**config.mk**
```make
export PLATFORM = sky130hd
export DESIGN_NAME = led_seq_ctrl
export DESIGN_NICKNAME = d
export VERILOG_FILES = /design/src/rtl/led_seq_pkg.sv /design/src/rtl/led_tick_gen.sv /design/src/rtl/led_seq_ctrl.sv
export SDC_FILE = /design/constraint.sdc
export NUM_CORES = 1
export LEC_CHECK = 0
export ABC_CLOCK_PERIOD_IN_PS = 3000
export CORE_MARGIN = 1
export CORE_UTILIZATION = 40
export DETAILED_ROUTE_END_ITERATION = 8
export DONT_BUFFER_PORTS = 1
export PLACE_DENSITY = 0.5
export REMOVE_ABC_BUFFERS = 1
export SKIP_CTS_REPAIR_TIMING = 1
export SLEW_MARGIN = 25
export SYNTH_ARGS = -nofsm -noshare
export SYNTH_HDL_FRONTEND = slang
export SYNTH_SLANG_ARGS = --single-unit
```
**constraint.sdc**
```tcl
create_clock -name clk_50Mhz -period 3 [get_ports clk_50Mhz]
set_clock_uncertainty 0.1 [all_clocks]
set_input_delay 0.3 -clock clk_50Mhz [delete_from_list [all_inputs] [get_ports clk_50Mhz]]
set_output_delay 0.3 -clock clk_50Mhz [all_outputs]
set_load 0.01 [all_outputs]
```
**src/rtl/led_seq_pkg.sv**
```systemverilog
// rtl/led_seq_pkg.sv - LED sequencer states, mode encodings and pattern tables
package led_seq_pkg;

  localparam logic ST_IDLE = 1'b0;
  localparam logic ST_RUN  = 1'b1;

  localparam logic [1:0] MODE_UP    = 2'd0;
  localparam logic [1:0] MODE_DOWN  = 2'd1;
  localparam logic [1:0] MODE_WALK  = 2'd2;
  localparam logic [1:0] MODE_BLINK = 2'd3;

  localparam int PAT_LEN_UP    = 16;
  localparam int PAT_LEN_DOWN  = 16;
  localparam int PAT_LEN_WALK  = 4;
  localparam int PAT_LEN_BLINK = 2;

  function automatic logic [3:0] pattern(input logic [1:0] mode, input logic [3:0] step);
    logic [3:0] val;
    case (mode)
      MODE_UP:   val = step;
      MODE_DOWN: val = 4'hF - step;
      MODE_WALK: val = 4'b0001 << step[1:0];
      default:   val = step[0] ? 4'hF : 4'h0;
    endcase
    return val;
  endfunction

  function automatic logic [3:0] last_step(input logic [1:0] mode);
    logic [3:0] val;
    case (mode)
      MODE_UP:   val = 4'(PAT_LEN_UP - 1);
      MODE_DOWN: val = 4'(PAT_LEN_DOWN - 1);
      MODE_WALK: val = 4'(PAT_LEN_WALK - 1);
      default:   val = 4'(PAT_LEN_BLINK - 1);
    endcase
    return val;
  endfunction

endpackage

```
**src/rtl/led_tick_gen.sv**
```systemverilog
// rtl/led_tick_gen.sv - prescaler producing one tick every CLK_DIV enabled cycles
// tick is combinational on the final count so the step advances on the same edge the count wraps.
module led_tick_gen #(
  parameter int unsigned CLK_DIV = 25_000_000
) (
  input  logic clk_50Mhz,
  input  logic res_n,
  input  logic en,
  input  logic clr,
  output logic tick
);

  localparam int CW = (CLK_DIV > 1) ? $clog2(CLK_DIV) : 1;
  localparam logic [CW-1:0] LAST = CW'(CLK_DIV - 1);

  logic [CW-1:0] cnt_q, cnt_d;

  always_comb begin
    cnt_d = cnt_q;
    if (clr)
      cnt_d = '0;
    else if (en)
      cnt_d = (cnt_q == LAST) ? '0 : cnt_q + CW'(1);
  end

  assign tick = en && !clr && (cnt_q == LAST);

  always_ff @(posedge clk_50Mhz or negedge res_n) begin
    if (!res_n)
      cnt_q <= '0;
    else
      cnt_q <= cnt_d;
  end

endmodule

```
**src/rtl/led_seq_ctrl.sv**
```systemverilog
// rtl/led_seq_ctrl.sv - 4-bit LED pattern sequencer with command handshake
module led_seq_ctrl
  import led_seq_pkg::*;
#(
  parameter int unsigned CLK_DIV = 25_000_000
) (
  input  logic       clk_50Mhz,
  input  logic       res_n,
  input  logic       cfg_valid,
  output logic       cfg_ready,
  input  logic [1:0] cfg_mode,
  input  logic [7:0] cfg_reps,
  input  logic       pause,
  input  logic       stop,
  output logic [3:0] LED,
  output logic       busy,
  output logic       tick,
  output logic       done
);

  logic       state_q, state_d;
  logic [1:0] mode_q, mode_d;
  logic [7:0] reps_q, reps_d;
  logic [3:0] step_q, step_d;
  logic [7:0] pass_q, pass_d;
  logic [3:0] led_q, led_d;
  logic       done_q, done_d;
  logic       run, accept, tick_raw, adv, final_pass;

  assign run       = (state_q == ST_RUN);
  assign cfg_ready = (state_q == ST_IDLE);
  assign busy      = run;
  assign accept    = cfg_valid && cfg_ready && !stop;
  assign tick      = tick_raw && !stop;
  assign adv       = run && tick;
  assign final_pass = (reps_q != 8'd0) && (pass_q == reps_q - 8'd1);

  led_tick_gen #(.CLK_DIV(CLK_DIV)) u_tick (
    .clk_50Mhz (clk_50Mhz),
    .res_n     (res_n),
    .en        (run && !pause),
    .clr       (!run || stop),
    .tick      (tick_raw)
  );

  always_comb begin
    state_d = state_q;
    mode_d  = mode_q;
    reps_d  = reps_q;
    step_d  = step_q;
    pass_d  = pass_q;
    led_d   = led_q;
    done_d  = 1'b0;
    if (stop) begin
      state_d = ST_IDLE;
      led_d   = 4'h0;
    end else if (accept) begin
      state_d = ST_RUN;
      mode_d  = cfg_mode;
      reps_d  = cfg_reps;
      step_d  = 4'h0;
      pass_d  = 8'd0;
      led_d   = pattern(cfg_mode, 4'h0);
    end else if (adv) begin
      if (step_q == last_step(mode_q)) begin
        if (final_pass) begin
          // LED keeps the last pattern value after the final pass
          done_d  = 1'b1;
          state_d = ST_IDLE;
        end else begin
          step_d = 4'h0;
          pass_d = (pass_q == 8'hFF) ? pass_q : pass_q + 8'd1;
          led_d  = pattern(mode_q, 4'h0);
        end
      end else begin
        step_d = step_q + 4'd1;
        led_d  = pattern(mode_q, step_q + 4'd1);
      end
    end
  end

  always_ff @(posedge clk_50Mhz or negedge res_n) begin
    if (!res_n) begin
      state_q <= ST_IDLE;
      mode_q  <= MODE_UP;
      reps_q  <= 8'd0;
      step_q  <= 4'h0;
      pass_q  <= 8'd0;
      led_q   <= 4'h0;
      done_q  <= 1'b0;
    end else begin
      state_q <= state_d;
      mode_q  <= mode_d;
      reps_q  <= reps_d;
      step_q  <= step_d;
      pass_q  <= pass_d;
      led_q   <= led_d;
      done_q  <= done_d;
    end
  end

  assign LED  = led_q;
  assign done = done_q;

endmodule
```
## Yosys cells after proc, flatten, opt, wreduce, memory -nomap -nowiden

Index checks and enable logic that the tools add are counted.

- Word-level logic and storage cells: 90
- ROM bits: 0
- Memories kept: 0
- Register bits: 53
- Input port bits: 15
- RAM bits: 0
- Output and inout bits: 8
- Bits in latches: 0

- $lt $le $gt $ge: 0
- Muxes and demuxes: 35
- Divide/modulo/power cells: 0
- Equality and inequality tests: 12
- $mul: 0
- Reductions and logical operators: 27
- Add/subtract/negate cells: 5
- Bitwise logic cells: 2
- Shifts and indexed selects: 1

Operator list:

| operator | count |
|---|---|
| 25-bit two-way mux | 3 |
| 4-bit two-way mux | 13 |
| 8-bit two-way mux | 5 |
| 25-bit by 1-bit adder with 25-bit output (second input constant) | 1 |
| 25-bit equality test (second input constant) | 1 |
| 4-bit case mux with 2 select lines | 3 |
| 4-bit case mux with 3 select lines | 1 |
| 1-bit two-way mux | 10 |
| 3-bit nonzero test | 3 |
| 8-bit by 1-bit adder with 8-bit output (second input constant) | 1 |
| 8-bit equality test | 1 |
| 8-bit equality test (second input constant) | 1 |
| 1-bit logical AND | 8 |
| 8-bit nonzero test | 1 |
| 8-bit by 1-bit subtractor with 8-bit output (second input constant) | 1 |
| 3-bit AND reduction | 2 |
| 2-bit nonzero test | 3 |
| 5-bit AND reduction | 1 |
| 4-bit by 1-bit adder with 4-bit output (second input constant) | 1 |
| 2-bit by 1-bit equality test with 1-bit output (second input constant) | 2 |
| 2-bit equality test (second input constant) | 2 |
| 4-bit equality test | 1 |
| 1-bit zero test | 4 |
| 2-bit inequality test (second input constant) | 2 |
| 9 further kinds | 11 |

## Logic depth before layout (Yosys ltp)

Gate-level depths: netlist of run 1.

- Word-level depth: 15
- Gate-level depth with buffers: 11
- Depth with buffers taken out: 9

## Cells and area by module

From an unflattened synthesis of run 1, not the netlist that was laid out.

- Cell total of the unflattened synthesis: 395
- Area, all modules: 3510.9 um2

By module, submodules not included:

| module | cells an instance | area an instance (um2) | seq. area each (um2) | instances |
|---|---|---|---|---|
| led_seq_ctrl | 232 | 2047.0 | 700.7 | 1 |
| led_tick_gen | 163 | 1463.9 | 625.6 | 1 |

## Least setup slack after synthesis of run 1

OpenSTA, ideal clock, no wires.

- Path type: flip-flop to flip-flop
- Start: register mode_q[0]
- End: register pass_q[3]
- Buffers on the path: 0
- Slack: 0.442 ns
- Required time: 2.834 ns
- Cell stages (with the launch flop): 10
- Setup time: 0.066 ns
- Arrival: 2.392 ns
- Period minus slack after synthesis: 2.558 ns
- Cells stage by stage: dfrtp_1 -> inv_1 -> ha_1 -> or4_1 -> nand2_1 -> a21oi_1 -> a31oi_1 -> nand3_1 -> or4_1 -> nand2_1

- Longest elaborated chain between the ends: 9
- Elaborated cells between the ends (all ways): 11
- Those cells by class: 3 x eq/ne; 4 x mux; 4 x reduce/logical

Ends and longest elaborated chain:

| item | line | RTL |
|---|---|---|
| start: declaration | led_seq_ctrl.sv:22 | `logic [1:0] mode_q, mode_d;` |
| start signal: assignment | led_seq_ctrl.sv:93 | `mode_q <= mode_d;` |
| 2-bit by 1-bit equality test with 1-bit output / 2-bit zero test (equally long branches) | led_seq_pkg.sv:30 | `case (mode)` |
| 2-bit OR reduction (no line) | - |  |
| 4-bit case mux with 2 select lines * | led_seq_pkg.sv:30 |  |
| 4-bit two-way mux * | led_seq_ctrl.sv:64 | `end else if (adv) begin` |
| 4-bit two-way mux * | led_seq_ctrl.sv:57 | `end else if (accept) begin` |
| 4-bit two-way mux * | led_seq_ctrl.sv:54 | `if (stop) begin` |
| 4-bit equality test * | led_seq_ctrl.sv:65 | `if (step_q == last_step(mode_q)) begin` |
| 2-bit nonzero test (no line) * | - |  |
| 5-bit AND reduction (no line) * | - |  |
| end signal: assignment | led_seq_ctrl.sv:96 | `pass_q <= pass_d;` |
| end: declaration | led_seq_ctrl.sv:25 | `logic [7:0] pass_q, pass_d;` |

Every way passes the cells marked *; elsewhere a longest branch is shown, timed or not. The select of a mux whose other input is x is not followed.
A chain may end at the register's enable or synchronous reset.

## Final worst setup path of run 1

- Start: register reps_q[0]
- End: register led_q[1] (netlist: LED[1])

- Longest elaborated chain between the ends: 5
- Elaborated cells between the ends (all ways): 6
- Those cells by class: 1 x add/sub; 2 x eq/ne; 3 x reduce/logical

Ends and longest elaborated chain:

| item | line | RTL |
|---|---|---|
| start: declaration | led_seq_ctrl.sv:23 | `logic [7:0] reps_q, reps_d;` |
| start signal: assignment | led_seq_ctrl.sv:94 | `reps_q <= reps_d;` |
| 8-bit by 1-bit subtractor with 8-bit output | led_seq_ctrl.sv:36 | `assign final_pass = (reps_q != 8'd0) && (pass_q == reps_q - 8'd1);` |
| 8-bit equality test | led_seq_ctrl.sv:36 |  |
| 1-bit logical AND * | led_seq_ctrl.sv:36 |  |
| 4-bit inequality test (no line) * | - |  |
| 2-bit AND reduction (no line) * | - |  |
| end signal: assignment | led_seq_ctrl.sv:97 | `led_q <= led_d;` |
| end: declaration | led_seq_ctrl.sv:26 | `logic [3:0] led_q, led_d;` |

Every way passes the cells marked *; elsewhere a longest branch is shown, timed or not.

==> implementation parameters, run 1 <==
Parameter                              Value

Final layout
  Net count, final ... 420
  Fill cell count ... 815
  Final design utilization ... 46.3%
  Area growth, synth to finish ... 10.2%
  Area occupied by multi-input gates ... 1850 um2
  Ant. Diodes ... 0
  Fraction of layout cells with a size suffix above 1 ... 8.67%
  Sequential standard cell area ... 1330 um2

GRT
  GRT overflow ... 0
  Vias in the first global route ... 2,560
  Overall global routing resource usage ... 18.3%
  Pin count of the biggest net entering global routing ... 54
  Number of antenna violations at the first check in global routing ... 0
  Global-route wire length before repair ... 12.6 mm

Synth
  Proportion of synthesized area in mux cells ... 2.88%
  Cell type with the highest aggregate area in the netlist ... sky130_fd_sc_hd__dfrtp_1
  Share of Yosys cell area claimed by the top area cell type ... 40.2%
  Part of the Yosys area used for sequential elements ... 40.2%
  Number of warnings reported in the yosys synthesis log ... 0
  Post-synthesis cell type count ... 55
  Post-synth EDFFs ... 0
  Primary flip-flop cell chosen by synthesis mapping ... sky130_fd_sc_hd__dfrtp_1
  Synthesized-area fraction occupied by adder cells ... 5.31%
  Top area cells in the synthesized netlist ... sky130_fd_sc_hd__dfrtp_1, sky130_fd_sc_hd__nand2_1, sky130_fd_sc_hd__ha_1
  Post-synthesis compound-gate area fraction ... 16.8%
  Main combinational cell family by area after synthesis ... simple AND/OR/NAND/NOR gates
  Fraction of synthesis flops using an asynchronous set or reset pin ... 100%
  Most common cell in the netlist ... sky130_fd_sc_hd__nand2_1
  Top cell types by occurrence after synthesis ... sky130_fd_sc_hd__nand2_1, sky130_fd_sc_hd__dfrtp_1, sky130_fd_sc_hd__o21ai_0
  Post-Synth Simple-Gate Area ... 26.8%
  Yosys reg bits ... 53
  Synth Instances ... 381
  Post-synth design cell area ... 3300 um2
  Syn_area_per_cell ... 8.67 um2
  Synth Area in XOR/XNOR ... 4.24%

Die
  Overall die width ... 92.9 um
  Row count ... 32
  Core Region ... 7850 um2
  Initial Utilization ... 42.1%
  Die ar. ... 8620 um2
  I/O Pins ... 23
  Die Y ... 92.9 um

Pwr
  Sequential fraction of design power ... 51.9%
  Static leakage power ... 1.62 nW
  Power density relative to cell area ... 418 nW/um2
  Gate power share ... 15.3%
  Clock share of power ... 32.8%
  Net Sw Frac ... 27.7%
  Sw power ... 421 uW
  Cell-internal power ... 1.10 mW
  Worst voltage drop across the vdd grid ... 0.192 mV

Drt
  Antenna Nets Post-Route ... 0
  Detailed-route wire length ... 7.45 mm
  Routed len/inst ... 15.1 um
  Number of design-rule violations left by the first detailed-router iteration ... 115
  Drc violations ... 0
  Number of iterations in the first detailed-routing pass ... 4
  Post-DR vias/cell ... 5.54
  Vias ... 2,735

Worst setup path
  Crit path to ... LED[1]
  Setup crit start kind ... register
  Slowest stage cell on the critical path ... sky130_fd_sc_hd__or4_1
  Ordered list of cells on the worst path ... inv_1, ha_1, xnor2_1, a211oi_1, nand3b_1, or4_1, o21ai_4, nand2_2, mux2_2
  Critical path start-end classification ... reg -> reg
  Critical path buffer and inverter count ... 1
  Number of logic stages on the critical path including buffering ... 9
  Critical Path Sink Type ... register
  Start point of the critical path ... reps_q[0]
  Data required time of the worst path ... 3100 ps
  End of the worst register-to-register path ... LED[1]
  Crit-path max cell delay ... 630 ps
  WP data arrival ... 2810 ps
  Highest net fanout along the worst path ... 6
  Path depth of the worst reg2reg path ... 9
  Top delay family on crit path ... simple AND/OR/NAND/NOR gates
  R2R Path Start ... reps_q[0]
  Reg2Reg Setup Slack ... 290 ps

Place
  GP Congestion ... 0.764
  Number of buffers inserted by port buffering ... 0
  Half-perimeter wire length after detailed placement ... 5.31 mm

Clock tree
  Count of H-tree levels built during CTS ... 2
  Clock Sink Count ... 53
  Clock Latency Late Sink ... 310 ps
  Maximum clock insertion buffer count ... 2
  Clock transition time at the flip-flop clock pins of the worst setup and hold paths ... 110 ps
  CTS tree ... yes
  Total clock buffers created by CTS ... 5
  Library cell used as clock root buffer ... sky130_fd_sc_hd__clkbuf_8

Outcome
  Failing checks ... negative hold slack
  Outcome ... finished, violations left

STA
  Post-route setup TNS ... 0 ps
  Count of pins over their slew limit ... 0
  Smallest hold slack ... -2.90 ps
  Max-slew headroom ... 63.0%
  Final hold viol count ... 1
  Minimum clock period after layout ... 2710 ps
  Period utilization ... 90.3%
  Setup-violating endpoint count in the final report ... 0
  Setup repair after global routing missed its margin ... no
  Highest clock frequency the design can meet ... 369 MHz
  Worst slew pin tran ... 551 ps

Hold path
  Worst min path class ... in -> reg

Job
  Reported max-cap violation count ... 0
routing by layer:
metal	vias up	track usage, %	wire length (um)
li1	1389	-	-
met1	1300	24.6	3600
met2	41	30.6	3570
met3	5	3.04	212
met4	0	4.36	68
met5	-	0	0
flip-flops by register name, indices dropped and copies added (netlist names):
signal / count
mode_q: 2
busy: 1
LED: 4
u_tick.cnt_q: 25
reps_q: 8
pass_q: 8
step_q: 4
done: 1
through the flow:
stage / setup slack [ps] / total power [mW] / hold WS (ps) / instances / cell area [um2]
2_1_floorplan: 442 / 0.957 / -95.6 / 366 / 3220
3_3_place_gp: 296 / 1.01 / -94.2 / 479 / 3430
3_5_place_dp: 188 / 1.01 / -93.7 / 479 / 3430
4_1_cts: 175 / 1.52 / -440 / 487 / 3540
5_1_grt: 78.9 / 1.61 / 1.39 / 494 / 3640
6_report: 292 / 1.52 / -2.90 / 494 / 3640
how the worst min path moves through the flow:
stage,slack (ps),depth (start not counted),startpoint,to
floorplan,-100,0,res_n,LED[0]
global placement,-90,0,res_n,mode_q[0]
detailed placement,-90,0,res_n,mode_q[0]
CTS,-440,0,res_n,LED[2]
global route,1,2,cfg_reps[4],reps_q[4]
finish,-3,2,cfg_reps[4],reps_q[4]
power by group through the flow:
stage / registers (mW) / logic [mW] / clock network [mW]
detailed placement: 0.803 / 0.206 / 0
finish: 0.789 / 0.232 / 0.500
global placement: 0.802 / 0.206 / 0
floorplan: 0.792 / 0.165 / 0
global route: 0.796 / 0.265 / 0.546
CTS: 0.789 / 0.208 / 0.524
worst reg2reg max path, cell delays in order (launching register included):
cell,delay [ps]
sky130_fd_sc_hd__dfrtp_1,430
sky130_fd_sc_hd__inv_1,70
sky130_fd_sc_hd__ha_1,300
sky130_fd_sc_hd__xnor2_1,130
sky130_fd_sc_hd__a211oi_1,220
sky130_fd_sc_hd__nand3b_1,90
sky130_fd_sc_hd__or4_1,630
sky130_fd_sc_hd__o21ai_4,250
sky130_fd_sc_hd__nand2_2,110
sky130_fd_sc_hd__mux2_2,290
cell usage in the layout, fill, tap and decap left out, types with 2 or more instances in the layout:
master                          instances
sky130_fd_sc_hd__nand2_1               58
sky130_fd_sc_hd__xnor2_1                8
sky130_fd_sc_hd__a211oi_1               4
sky130_fd_sc_hd__dlygate4sd3_1          6
sky130_fd_sc_hd__nand4_1                6
sky130_fd_sc_hd__mux2_2                 4
sky130_fd_sc_hd__dfrtp_1               53
sky130_fd_sc_hd__mux2i_1                5
sky130_fd_sc_hd__o31ai_1                9
sky130_fd_sc_hd__ha_1                  14
sky130_fd_sc_hd__nor4_1                 2
sky130_fd_sc_hd__nand3_1               20
sky130_fd_sc_hd__or3_1                  3
sky130_fd_sc_hd__a21oi_1               23
sky130_fd_sc_hd__clkbuf_8               5
sky130_fd_sc_hd__and3_1                10
sky130_fd_sc_hd__nor2b_1                3
sky130_fd_sc_hd__or4_4                  2
sky130_fd_sc_hd__nand2b_1               3
sky130_fd_sc_hd__or4_1                  4
sky130_fd_sc_hd__o21ai_0               32
sky130_fd_sc_hd__buf_4                 11
sky130_fd_sc_hd__xor2_1                 8
sky130_fd_sc_hd__a31oi_1                4
sky130_fd_sc_hd__a21o_1                 4
sky130_fd_sc_hd__o41ai_1                4
sky130_fd_sc_hd__nor2_1                28
sky130_fd_sc_hd__nand3b_1               3
sky130_fd_sc_hd__and2_1                 2
sky130_fd_sc_hd__inv_1                 13
sky130_fd_sc_hd__and4b_1                2
sky130_fd_sc_hd__nor3_1                12
sky130_fd_sc_hd__o211ai_1               2
cell families (layout without fill, tap and decap cells):
family,count (synthesis),count (layout)
buf+inv,28,39
fa+ha+maj,14,14
mux,9,9
flops,53,53
simple gates,171,171
compound gates,90,90
xor+xnor,16,16
cell type report:
class                   instances  area share, %
clock buffers                   6           2.00
clock inverters                 2           1.07
inverters                      13           1.34
multi-input cells             300           50.9
flip-flops and latches         53           36.5
well taps                     102           3.51
repair buffers                 18           4.68
No activity file was read; power rests on OpenSTA's default activity.
==> run 2: changes to the inputs <==
CELL_PAD_IN_SITES_DETAIL_PLACEMENT = 1   (was default)
CELL_PAD_IN_SITES_GLOBAL_PLACEMENT = 2   (was default)
CORE_UTILIZATION = 39   (was 40)
HOLD_SLACK_MARGIN = 0.03   (was default)
PLACE_DENSITY = 0.75   (was 0.5)
==> run 2 against run 1 <==
Against the previous run: the run now ends clean; flip-flop and latch count did not move; die area rose by 2.5%; global-route usage increased by 1.9 points; fmax shrank 1.0%; power down 3.0%; clock power fell by 11%; cell area rose by 1.3%; worst setup slack worse by 29 ps; utilization fell by 1.5 points; count of clock-buffer cells in the layout unchanged; sequential share of layout area is 0.46 points lower; largest power group unchanged; highest routed layer unchanged.
==> implementation parameters, run 2 (synthesized netlist as in run 1, its figures left out) <==
Parameter                              Value

Final layout
  Ant. Diodes ... 0
  Commonest non-fill, non-tap cells in the layout ... sky130_fd_sc_hd__nand2_1, sky130_fd_sc_hd__dfrtp_1, sky130_fd_sc_hd__o21ai_0
  Max reg flops ... 25
  Final design utilization ... 44.8%
  Leading cell type in the layout, fill and taps excluded ... sky130_fd_sc_hd__nand2_1
  Fill cell count ... 986
  Register with the highest flop count ... u_tick.cnt_q
  Area growth, synth to finish ... 11.6%
  Total non-filler cell area in the finished layout ... 3680 um2
  Net count, final ... 426
  Leading registers by flop count ... u_tick.cnt_q: 25 flops, pass_q: 8 flops, reps_q: 8 flops
  Fraction of layout cells with a size suffix above 1 ... 9.05%

Die
  Row count ... 33
  I/O Pins ... 23
  Initial Utilization ... 40.2%
  Die Y ... 94.0 um
  Die ar. ... 8840 um2
  Overall die width ... 94.0 um
  Core Region ... 8220 um2

Pwr
  Static leakage power ... 1.65 nW
  Power density relative to cell area ... 401 nW/um2
  Worst voltage drop across the vdd grid ... 0.210 mV

STA
  Worst slew pin tran ... 610 ps
  Period utilization ... 91.2%
  Setup repair after global routing missed its margin ... no
  Highest clock frequency the design can meet ... 365 MHz
  Count of pins over their slew limit ... 0
  Minimum clock period after layout ... 2740 ps
  Max-slew headroom ... 59.2%
  Setup-violating endpoint count in the final report ... 0
  Final hold viol count ... 0
  Post-route setup TNS ... 0 ps

GRT
  Overall global routing resource usage ... 20.2%
  Number of antenna violations at the first check in global routing ... 0
  Pin count of the biggest net entering global routing ... 54
  Vias in the first global route ... 2,768
  Global-route wire length before repair ... 14.0 mm
  GRT overflow ... 0

Drt
  Detailed-route wire length ... 8.40 mm
  Number of iterations in the first detailed-routing pass ... 4
  Antenna Nets Post-Route ... 0
  Met1 WL ... 4.00 mm
  Max Used Layer ... met4
  Number of design-rule violations left by the first detailed-router iteration ... 85
  Met2 layer wire length in the routed design ... 4.20 mm
  Vias ... 2,803
  Drc violations ... 0
  Met3 Routed Length ... 146 um
  Routed len/inst ... 16.7 um
  Post-DR vias/cell ... 5.57

Place
  Placement Cell Area ... 3440 um2
  GP Congestion ... 0.756
  Half-perimeter wire length after detailed placement ... 6.08 mm
  Number of buffers inserted by port buffering ... 0

Worst setup path
  Reg2Reg Setup Slack ... 260 ps
  Setup crit start kind ... register
  WP data arrival ... 2830 ps
  Highest net fanout along the worst path ... 6
  Data required time of the worst path ... 3100 ps
  Critical Path Sink Type ... register
  Critical path start-end classification ... reg -> reg

Job
  Reported max-cap violation count ... 0

Outcome
  Outcome ... finished, final reports clean

Clock tree
  Count of H-tree levels built during CTS ... 2
  CTS tree ... yes
  Clock transition time at the flip-flop clock pins of the worst setup and hold paths ... 110 ps
  Clock Sink Count ... 53
  Library cell used as clock root buffer ... sky130_fd_sc_hd__clkbuf_8
  Clock Latency Late Sink ... 310 ps
  Total clock buffers created by CTS ... 5
  Maximum clock insertion buffer count ... 2

Hold path
  Worst min path class ... in -> reg
[run 2: cell count changes in the layout (fill, tap and decap cells not counted), sizes merged]
cell | before | now
buf | 12 | 13
bufinv | 1 | 0
clkinv | 1 | 2
dlygate4sd3 | 6 | 11
[run 2: through the flow]
stage | setup slack [ps] | power, mW | hold slack (ps) | cells
2_1_floorplan | 442 | 0.957 | -95.6 | 366
3_3_place_gp | 271 | 1.01 | -92.4 | 483
3_5_place_dp | 146 | 1.02 | -93.8 | 483
4_1_cts | 127 | 1.46 | -440 | 491
5_1_grt | 48.1 | 1.56 | 67.0 | 503
6_report | 264 | 1.48 | 48.6 | 503
[run 2: layer usage]
layer | track usage, % | vias up
li1 | - | 1397
met1 | 25.9 | 1385
met5 | 0 | -
met3 | 2.75 | 4
met2 | 36.1 | 17
met4 | 3.85 | 0
[run 2: worst paths after layout]
check | cells after the start | start | end
worst min-delay path | 2 | cfg_valid | busy
worst min register to register | 1 | u_tick.cnt_q[24] | u_tick.cnt_q[24]
max in group asynchronous | 2 | res_n | u_tick.cnt_q[7]
min in group asynchronous | 2 | res_n | step_q[0]
worst max-delay path | 9 | reps_q[0] | LED[1]
worst max register to register | 9 | reps_q[0] | LED[1]
[run 2: final cells by class]
| type | instances | area (um2) | share of cell area [%] |
|---|---|---|---|
| tap | 105 | 131 | 3.57 |
| clock inverter | 2 | 13.8 | 0.374 |
| inverter | 13 | 48.8 | 1.32 |
| timing repair buffer | 24 | 228 | 6.18 |
| clock buffer | 6 | 82.6 | 2.24 |
| multi-input combinational | 300 | 1850 | 50.3 |
| sequential | 53 | 1330 | 36.0 |
[run 2: power breakdown]
part	switching, mW	total [mW]	internal [mW]	leakage, nW
sequential	0.0448	0.790	0.745	0.719
clock	0.254	0.443	0.188	0.0512
combinational	0.135	0.243	0.108	0.875
[run 2: worst max-delay path, stage by stage (launching register included)]
cell	delay [ps]
sky130_fd_sc_hd__dfrtp_1	430
sky130_fd_sc_hd__inv_1	80
sky130_fd_sc_hd__ha_1	310
sky130_fd_sc_hd__xnor2_1	130
sky130_fd_sc_hd__a211oi_1	230
sky130_fd_sc_hd__nand3b_1	100
sky130_fd_sc_hd__or4_1	620
sky130_fd_sc_hd__o21ai_4	260
sky130_fd_sc_hd__nand2_2	110
sky130_fd_sc_hd__mux2_2	280
